File: src/rtl/addr_dec_pkg.sv
// Shared constants for addr_decoder_ws: FSM state codes and the default
// window map (internal data RAM plus one slow external window).
package addr_dec_pkg;

    localparam logic [1:0] IDLE = 2'd0;
    localparam logic [1:0] WAIT = 2'd1;
    localparam logic [1:0] DONE = 2'd2;

    localparam logic [31:0] DMEM_BASE  = 32'h0000_4b00;
    localparam logic [31:0] DMEM_LIMIT = 32'h0000_4f00;

    localparam logic [63:0] DEF_BASE  = {32'h0000_4f00, DMEM_BASE};
    localparam logic [63:0] DEF_LIMIT = {32'h0001_0000, DMEM_LIMIT};
    localparam logic [7:0]  DEF_WS    = {4'd3, 4'd0};

endpackage

File: src/rtl/region_match.sv
// Combinational window compare: hit when base <= addr < limit.
// An empty or inverted window (limit <= base) never hits.
module region_match (
    input  logic [31:0] addr,
    input  logic [31:0] base,
    input  logic [31:0] limit,
    output logic        hit
);

    assign hit = (limit > base) && (addr >= base) && (addr < limit);

endmodule

File: src/rtl/addr_decoder_ws.sv
// Multi-window address decoder with per-region wait states and REQ/READY handshake.
// Optional macro ADDR_DEC_ALIGN_CHECK_EN: misaligned addresses fault like a miss.
module addr_decoder_ws
    import addr_dec_pkg::*;
#(
    parameter int unsigned                 N_REGIONS = 2,
    parameter logic [N_REGIONS*32-1:0]     BASE      = DEF_BASE,
    parameter logic [N_REGIONS*32-1:0]     LIMIT     = DEF_LIMIT,
    parameter logic [N_REGIONS*4-1:0]      WS        = DEF_WS,
    parameter int unsigned                 IDXW      = 3
) (
    input  logic                 CLK,
    input  logic                 RST,
    input  logic                 REQ,
    input  logic [31:0]          ADDR,
    output logic [N_REGIONS-1:0] CS_N,
    output logic [IDXW-1:0]      SEL,
    output logic                 BUSY,
    output logic                 READY,
    output logic                 ERR
);

    logic [N_REGIONS-1:0] hits;
    logic [N_REGIONS-1:0] hit_cs_n;
    logic [IDXW-1:0]      hit_idx;
    logic [3:0]           hit_ws;
    logic                 any_hit;
    logic                 fault;

    logic [1:0]           state_q, state_d;
    logic [3:0]           cnt_q, cnt_d;
    logic [N_REGIONS-1:0] cs_n_q, cs_n_d;
    logic [IDXW-1:0]      sel_q, sel_d;
    logic                 busy_q, busy_d;
    logic                 ready_q, ready_d;
    logic                 err_q, err_d;

    for (genvar i = 0; i < N_REGIONS; i++) begin : g_match
        region_match u_match (
            .addr  (ADDR),
            .base  (BASE[32*i +: 32]),
            .limit (LIMIT[32*i +: 32]),
            .hit   (hits[i])
        );
    end

    // Scan from the top down so the lowest-indexed overlapping hit wins.
    always_comb begin
        hit_idx  = '0;
        hit_ws   = '0;
        hit_cs_n = '1;
        any_hit  = 1'b0;
        for (int i = N_REGIONS - 1; i >= 0; i--) begin
            if (hits[i]) begin
                hit_idx     = IDXW'(i);
                hit_ws      = WS[4*i +: 4];
                hit_cs_n    = '1;
                hit_cs_n[i] = 1'b0;
                any_hit     = 1'b1;
            end
        end
    end

`ifdef ADDR_DEC_ALIGN_CHECK_EN
    assign fault = !any_hit || (ADDR[1:0] != 2'b00);
`else
    assign fault = !any_hit;
`endif

    always_comb begin
        state_d = state_q;
        cnt_d   = cnt_q;
        cs_n_d  = cs_n_q;
        sel_d   = sel_q;
        busy_d  = busy_q;
        ready_d = 1'b0;
        err_d   = 1'b0;
        case (state_q)
            IDLE: begin
                if (REQ) begin
                    busy_d = 1'b1;
                    if (fault) begin
                        state_d = DONE;
                        ready_d = 1'b1;
                        err_d   = 1'b1;
                        cnt_d   = '0;
                    end else begin
                        cs_n_d = hit_cs_n;
                        sel_d  = hit_idx;
                        cnt_d  = hit_ws;
                        if (hit_ws == 4'd0) begin
                            state_d = DONE;
                            ready_d = 1'b1;
                        end else begin
                            state_d = WAIT;
                        end
                    end
                end
            end
            WAIT: begin
                cnt_d = cnt_q - 4'd1;
                // READY is registered, so it is raised on the edge leaving WAIT.
                if (cnt_q == 4'd1) begin
                    state_d = DONE;
                    ready_d = 1'b1;
                end
            end
            DONE: begin
                state_d = IDLE;
                cs_n_d  = '1;
                sel_d   = '0;
                busy_d  = 1'b0;
            end
            default: begin
                state_d = IDLE;
                cnt_d   = '0;
                cs_n_d  = '1;
                sel_d   = '0;
                busy_d  = 1'b0;
            end
        endcase
    end

    always_ff @(posedge CLK or posedge RST) begin
        if (RST) begin
            state_q <= IDLE;
            cnt_q   <= '0;
            cs_n_q  <= '1;
            sel_q   <= '0;
            busy_q  <= 1'b0;
            ready_q <= 1'b0;
            err_q   <= 1'b0;
        end else begin
            state_q <= state_d;
            cnt_q   <= cnt_d;
            cs_n_q  <= cs_n_d;
            sel_q   <= sel_d;
            busy_q  <= busy_d;
            ready_q <= ready_d;
            err_q   <= err_d;
        end
    end

    assign CS_N  = cs_n_q;
    assign SEL   = sel_q;
    assign BUSY  = busy_q;
    assign READY = ready_q;
    assign ERR   = err_q;

endmodule

File: config.mk
export PLATFORM = sky130hd
export DESIGN_NAME = addr_decoder_ws
export DESIGN_NICKNAME = d
export VERILOG_FILES = /design/src/rtl/addr_dec_pkg.sv /design/src/rtl/region_match.sv /design/src/rtl/addr_decoder_ws.sv
export SDC_FILE = /design/constraint.sdc
export NUM_CORES = 1
export LEC_CHECK = 0
export CORE_MARGIN = 5
export CORE_UTILIZATION = 38
export CTS_CLUSTER_DIAMETER = 50
export DETAILED_ROUTE_END_ITERATION = 8
export PLACE_DENSITY = 0.82
export SLEW_MARGIN = 20
export SYNTH_ARGS = -nofsm -noshare
export SYNTH_HDL_FRONTEND = slang
export SYNTH_SLANG_ARGS = --single-unit
File: constraint.sdc
create_clock -name CLK -period 1.7 [get_ports CLK]
set_clock_uncertainty 0.05 [all_clocks]
set_input_delay 0.17 -clock CLK [delete_from_list [all_inputs] [get_ports CLK]]
set_output_delay 0.17 -clock CLK [all_outputs]
set_load 0.05 [all_outputs]
* Yosys cells after proc, flatten, opt, wreduce, memory -nomap -nowiden *
Index checks and enable logic that the tools add are counted.

cells by class
  $add $sub $neg = 1
  $lt $le $gt $ge = 4
  equality and inequality tests = 6
  mux-type cells = 32
  bitwise operators = 2
  reduce and logical (&&, ||, !) cells = 8

operators with widths
  kind                                                                      count
  32-bit by 15-bit >= comparator with 1-bit output (second input constant)  2
  32-bit by 15-bit < comparator with 1-bit output (second input constant)   1
  32-bit by 17-bit < comparator with 1-bit output (second input constant)   1
  2-bit 2-to-1 mux                                                          9
  4-bit 2-to-1 mux                                                          3
  4-bit one-hot mux with 3 select lines                                     1
  1-bit 2-to-1 mux                                                          11
  3-bit 2-to-1 mux                                                          3
  2-bit one-hot mux with 2 select lines                                     2
  2-bit != test (second input constant)                                     3
  3-bit one-hot mux with 2 select lines                                     1
  2-bit AND reduction                                                       3
  4-bit by 1-bit == test with 1-bit output (second input constant)          1
  4-bit zero test                                                           1
  1-bit one-hot mux with 2 select lines                                     2
  4-bit by 1-bit subtractor with 4-bit output (second input constant)       1
  3-bit AND reduction                                                       1
  2-bit by 1-bit == test with 1-bit output (second input constant)          1
  2-bit == test (second input constant)                                     1
  1-bit logical AND                                                         2
  2-bit zero test                                                           1
  1-bit inverter                                                            2

word-level totals
  bits in registers = 14
  input port bits = 35
  output and inout port bits = 8
  logic and storage cells = 60

* Depth between registers and ports, before layout *
  depth after elaboration = 9
  gate-level depth with buffers = 5
  gate-level depth less buffers = 5

* Hierarchy *
Synthesis repeated with hierarchy kept, for this count alone.

unflattened totals
  cell total of the unflattened synthesis = 651
  area, all modules = 5171.2 µm²

by module, submodules not included
  module           times used  cells each  area an instance (µm²)  seq. area each (µm²)
  region_match     2           297         2274.7                  0.0
  addr_decoder_ws  1           57          621.8                   302.8

* Least setup slack after synthesis *
Ideal clock, no wire load.

  path type = flip-flop to flip-flop
  from = reg state_q[0]
  to = reg cs_n_q[1] (netlist: CS_N[1])
  setup time = 84 ps
  arrival time = 1022 ps
  required time = 1566 ps
  path slack = 544 ps
  stages on the path, launching flop included = 4
  path buffers = 0
  clock period less this slack = 1156 ps
  path through = dfrtp_1 -> nor2b_4 -> and3_4 -> o32a_2

on the way
  word-level cells in the longest chain between the ends = 3
  elaborated cells on any way between the ends = 7
  classes of those cells = 3 x eq/ne; 1 x mux; 1 x bitwise; 2 x reduce/logical

ends and longest elaborated chain
  element                                                                      line                    source
  from (decl)                                                                  addr_decoder_ws.sv:30   logic [1:0] state_q, state_d;
  from (signal assigned)                                                       addr_decoder_ws.sv:134  state_q <= state_d;
  2-bit zero test or 2-bit by 1-bit == test with 1-bit output (tied branches)  addr_decoder_ws.sv:78   case (state_q)
  2-bit != test (no line) or 1-bit inverter (tied branches)                    n/a
  3-bit AND reduction (no line)                                                n/a
  to (signal assigned)                                                         addr_decoder_ws.sv:136  cs_n_q <= cs_n_d;
  to (decl)                                                                    addr_decoder_ws.sv:32   logic [N_REGIONS-1:0] cs_n_q, cs_n_d;

Several ways; a longest one is shown, not always the timed one.
A chain may end at the register's enable or synchronous reset.

* Worst setup path in the final report *
  from = in ADDR[27]
  to = reg cnt_q[0]

on the way
  word-level cells in the longest chain between the ends = 7
  elaborated cells on any way between the ends = 13
  classes of those cells = 4 x order compare; 7 x mux; 2 x reduce/logical

ends and longest elaborated chain
  element                                                                                                              line                    source
  from (decl)                                                                                                          addr_decoder_ws.sv:15   input logic [31:0] ADDR,
  32-bit by 15-bit >= comparator with 1-bit output or 32-bit by 17-bit < comparator with 1-bit output (tied branches)  region_match.sv:10      assign hit = (limit > base) && (addr >= base) && (addr < limit);
  1-bit logical AND                                                                                                    region_match.sv:10
  2-bit 2-to-1 mux or 1-bit 2-to-1 mux (tied branches)                                                                 addr_decoder_ws.sv:54   if (hits[i]) begin
  4-bit 2-to-1 mux or 1-bit 2-to-1 mux (tied branches)                                                                 addr_decoder_ws.sv:54
  4-bit 2-to-1 mux (*)                                                                                                 addr_decoder_ws.sv:82   if (fault) begin
  4-bit 2-to-1 mux (*)                                                                                                 addr_decoder_ws.sv:80   if (REQ) begin
  4-bit one-hot mux with 3 select lines (*)                                                                            addr_decoder_ws.sv:78
  to (signal assigned)                                                                                                 addr_decoder_ws.sv:135  cnt_q <= cnt_d;
  to (decl)                                                                                                            addr_decoder_ws.sv:31   logic [3:0] cnt_q, cnt_d;

Mark *: on every way between the ends. The rest lies on a longest branch, timed or not. The select of a mux whose other input is x is not followed.

==> metrics.md <==
| Metric | Value |
|---|---|
| Post-Place Setup Slack | -0.04266 ns |
| Count of final hold-check violations | 0 |
| Initial drt markers | 10 |
| Worst EP required | 1.83 ns |
| Slowest stage cell, crit path | clkdlybuf4s50_1 |
| Hold-fix buffers at CTS | 0 |
| Synthesized area | 694.4 µm² |
| Iteration count of the initial detailed-routing pass | 4 |
| N_diodes | 0 |
| LEAKAGE | roughly 0.44 nW |
| Post-CTS setup buffer count | 0 |
| IO Pins | between 40 and 50 |
| Fraction of final layout cells sized beyond drive strength 1 | a little over a fifth |
| Core footprint | 1727 µm² |
| Syn. warnings | 0 |
| FMAX | ~0.70 GHz |
| Status | finished clean |
| Synth Area in XOR/XNOR | 2.523% |
| Filler cells | about 160 |
| Die H | about 53 µm |
| Critical Path End Type | flip-flop |
| Proportion of synthesized chip area in sequential cells | between 40 and 50% |
| Crit path cell chain | clkdlybuf4s50_1 > nor4_1 > and4_1 > buf_4 > a31oi_4 > o32ai_2 |
| Starting Density | between 40 and 50% |
| Mux contribution to synthesized area | 0% |
| Most common cell in the netlist | dfrtp_1 |
| DR vias/cell | a little over 5 |
| Grt ovf | 0 |
| Post-route cell area | approximately 1000 µm² |
| Dpl cell area | 1027 µm² |
| Hpwl dp | ~1.5 mm |
| Post-synthesis cell type count | 32 |
| Post-synth EDFFs | 0 |
| Setup violators final | 0 |
| Final-stage net count | about 140 |
| RePlAce Congestion | around 0.80 |
| Clk buf depth | 2 |
| Crit share post-route | between 80% and 90% |
| Simple-Gate Fraction of Synth Area | 21.98% |
| HP Class | in2async |
| Worst skew pair latency | ~0.27 ns |
| Routed Antenna Nets | 0 |
| Vias in the first global route | between 600 and 700 |
| Total global routing track utilization | a little over an eighth |
| Htree depth | 1 |
| Yosys reg bits | 12 |
| Die ar. | ~2800 µm² |
| Pin count of the biggest net entering global routing | 13 |
| Post-Syn Area per Cell | just under 10 µm² |
| CP peak stage delay | just over 0.4 ns |
| PwrDens | roughly 580 nW/µm² |
| Post-route core utilization | around three fifths |
| Worst Path Class, Setup | in2reg |
| Root Buffer | clkbuf_4 |
| Fin. max-slew vios | 0 |
| CTS tree | built |
| Die Wd | between 50 and 60 µm |
| Largest fanout on the critical path | 4 |
| Largest family of logic cells by synthesized area | simple AND/OR/NAND/NOR gates |
| Post-synthesis compound-gate area fraction | between 20% and 30% |
| FP Rows | 15 |
| Final WL | ~1.8 mm |
| CTS clk-pin slew, worst paths | ~0.07 ns |
| Peak supply drop | ~0.35 mV |
| Post-CTS sizing | 0 |
| Final WS setup | 0.2630 ns |
| Yosys top cell area share | 36.04% |
| Synth Area in Adders | 3.604% |
| Routed vias | about 660 |
| Clock sink count | 12 |
| DRC viols | 0 |
| TritonCTS buffer count | 3 |
| CP startpoint kind | input pin |
| Port Buffers | 32 |
| Most instantiated cells after synthesis | 10 x dfrtp_1, 8 x nand2_1, 6 x inv_1, 5 x a21oi_1, 5 x nor2_1 |
| RSZ-0062 raised after global routing | no |
| Fin crit period | ~1.4 ns |
| P&R area growth vs syn | 51.17% |
| Async SR Flop Fraction | 100.0% |
| Critical path data arrival time | approximately 1.6 ns |
| Max-cap viol count | 0 |
| Synth area leaders | dfrtp_1 36%, dfstp_2 7.6%, nand2_1 4.3% |
| Largest area contributor in the netlist | dfrtp_1 |
| Antenna violations before repair | 0 |
| Routed len/inst | between 10 and 15 µm |
| Post-synthesis instance total | 70 |
| Hold slack | roughly 0.17 ns |
| Top FF cell, synth | dfrtp_1 |
| Global-route wire length before repair | approximately 2.7 mm |
-- cells by family (layout without fill, tap and decap cells) --
family,count (synthesis),after routing
adders and majority gates,2,2
xor gates and xnor gates,2,2
buffers and inverters,10,44
other,1,2
AOI/OAI and AO/OA,17,17
DFF,12,12
and+or+nand+nor,26,26
-- through the flow --
stage	std cells	total power, mW	setup TNS, ns
after floorplan	71	0.3672	0
after global placement	127	0.4424	0
after detailed placement	127	0.4464	-0.07665
after CTS	130	0.6159	0
after global routing	130	0.6364	0
final	130	0.6089	0
-- worst paths after layout --
check | slack (ns) | to | start | cells after the start
worst min register to register | 0.44 | CS_N[0] | CS_N[0] | 2
max in group asynchronous | 1.08 | CS_N[1] | RST | 2
worst min-delay path | 0.17 | BUSY | RST | 2
worst max register to register | 0.45 | CS_N[1] | state_q[0] | 3
min in group CLK | 0.44 | CS_N[0] | CS_N[0] | 2
worst max-delay path | 0.26 | cnt_q[0] | ADDR[27] | 6
-- power breakdown --
part | switching [mW] | internal [mW]
clock network | 0.0868 | 0.0819
logic | 0.0683 | 0.0732
registers | 0.00615 | 0.293
total | 0.161 | 0.448
-- registers in the layout, indices dropped and copies added, names as in the netlist --
register and cells:
cnt_q 4, CS_N 2, state_q 2, BUSY 1, ERR 1, READY 1, SEL 1
-- per-layer routing --
layer  share of wire (%)  track usage [%]
met5                   0                0
met4                0.69            7.660
met3                 8.1            3.704
met2                  51            23.35
met1                  40            15.20
-- area by class of cell --
| class | count | area (µm²) | share of cell area, % |
|---|---|---|---|
| repair buffers | 35 | 327.8 | 31.23 |
| multi-input cells | 49 | 342.8 | 32.66 |
| well taps | 25 | 31.28 | 2.980 |
| inverters | 6 | 22.52 | 2.145 |
| flip-flops and latches | 12 | 302.8 | 28.84 |
| clock buffers | 3 | 22.52 | 2.145 |
-- critical path, delay by kind of cell --
kind	cells	cell delay [ns]
AOI/OAI and AO/OA	2	0.29
buffers and inverters	2	0.56
and+or+nand+nor	2	0.55
-- layout by cell type, fill, tap and decap left out, types with 3 or more instances in the layout --
master and n:
clkdlybuf4s50_1 26, a21oi_1 5, clkbuf_4 3, nand2_1 8, nor4_1 4, inv_1 6
dfrtp_1 10, nor2_1 5, buf_4 9
Power figures use the tool's default switching activity.
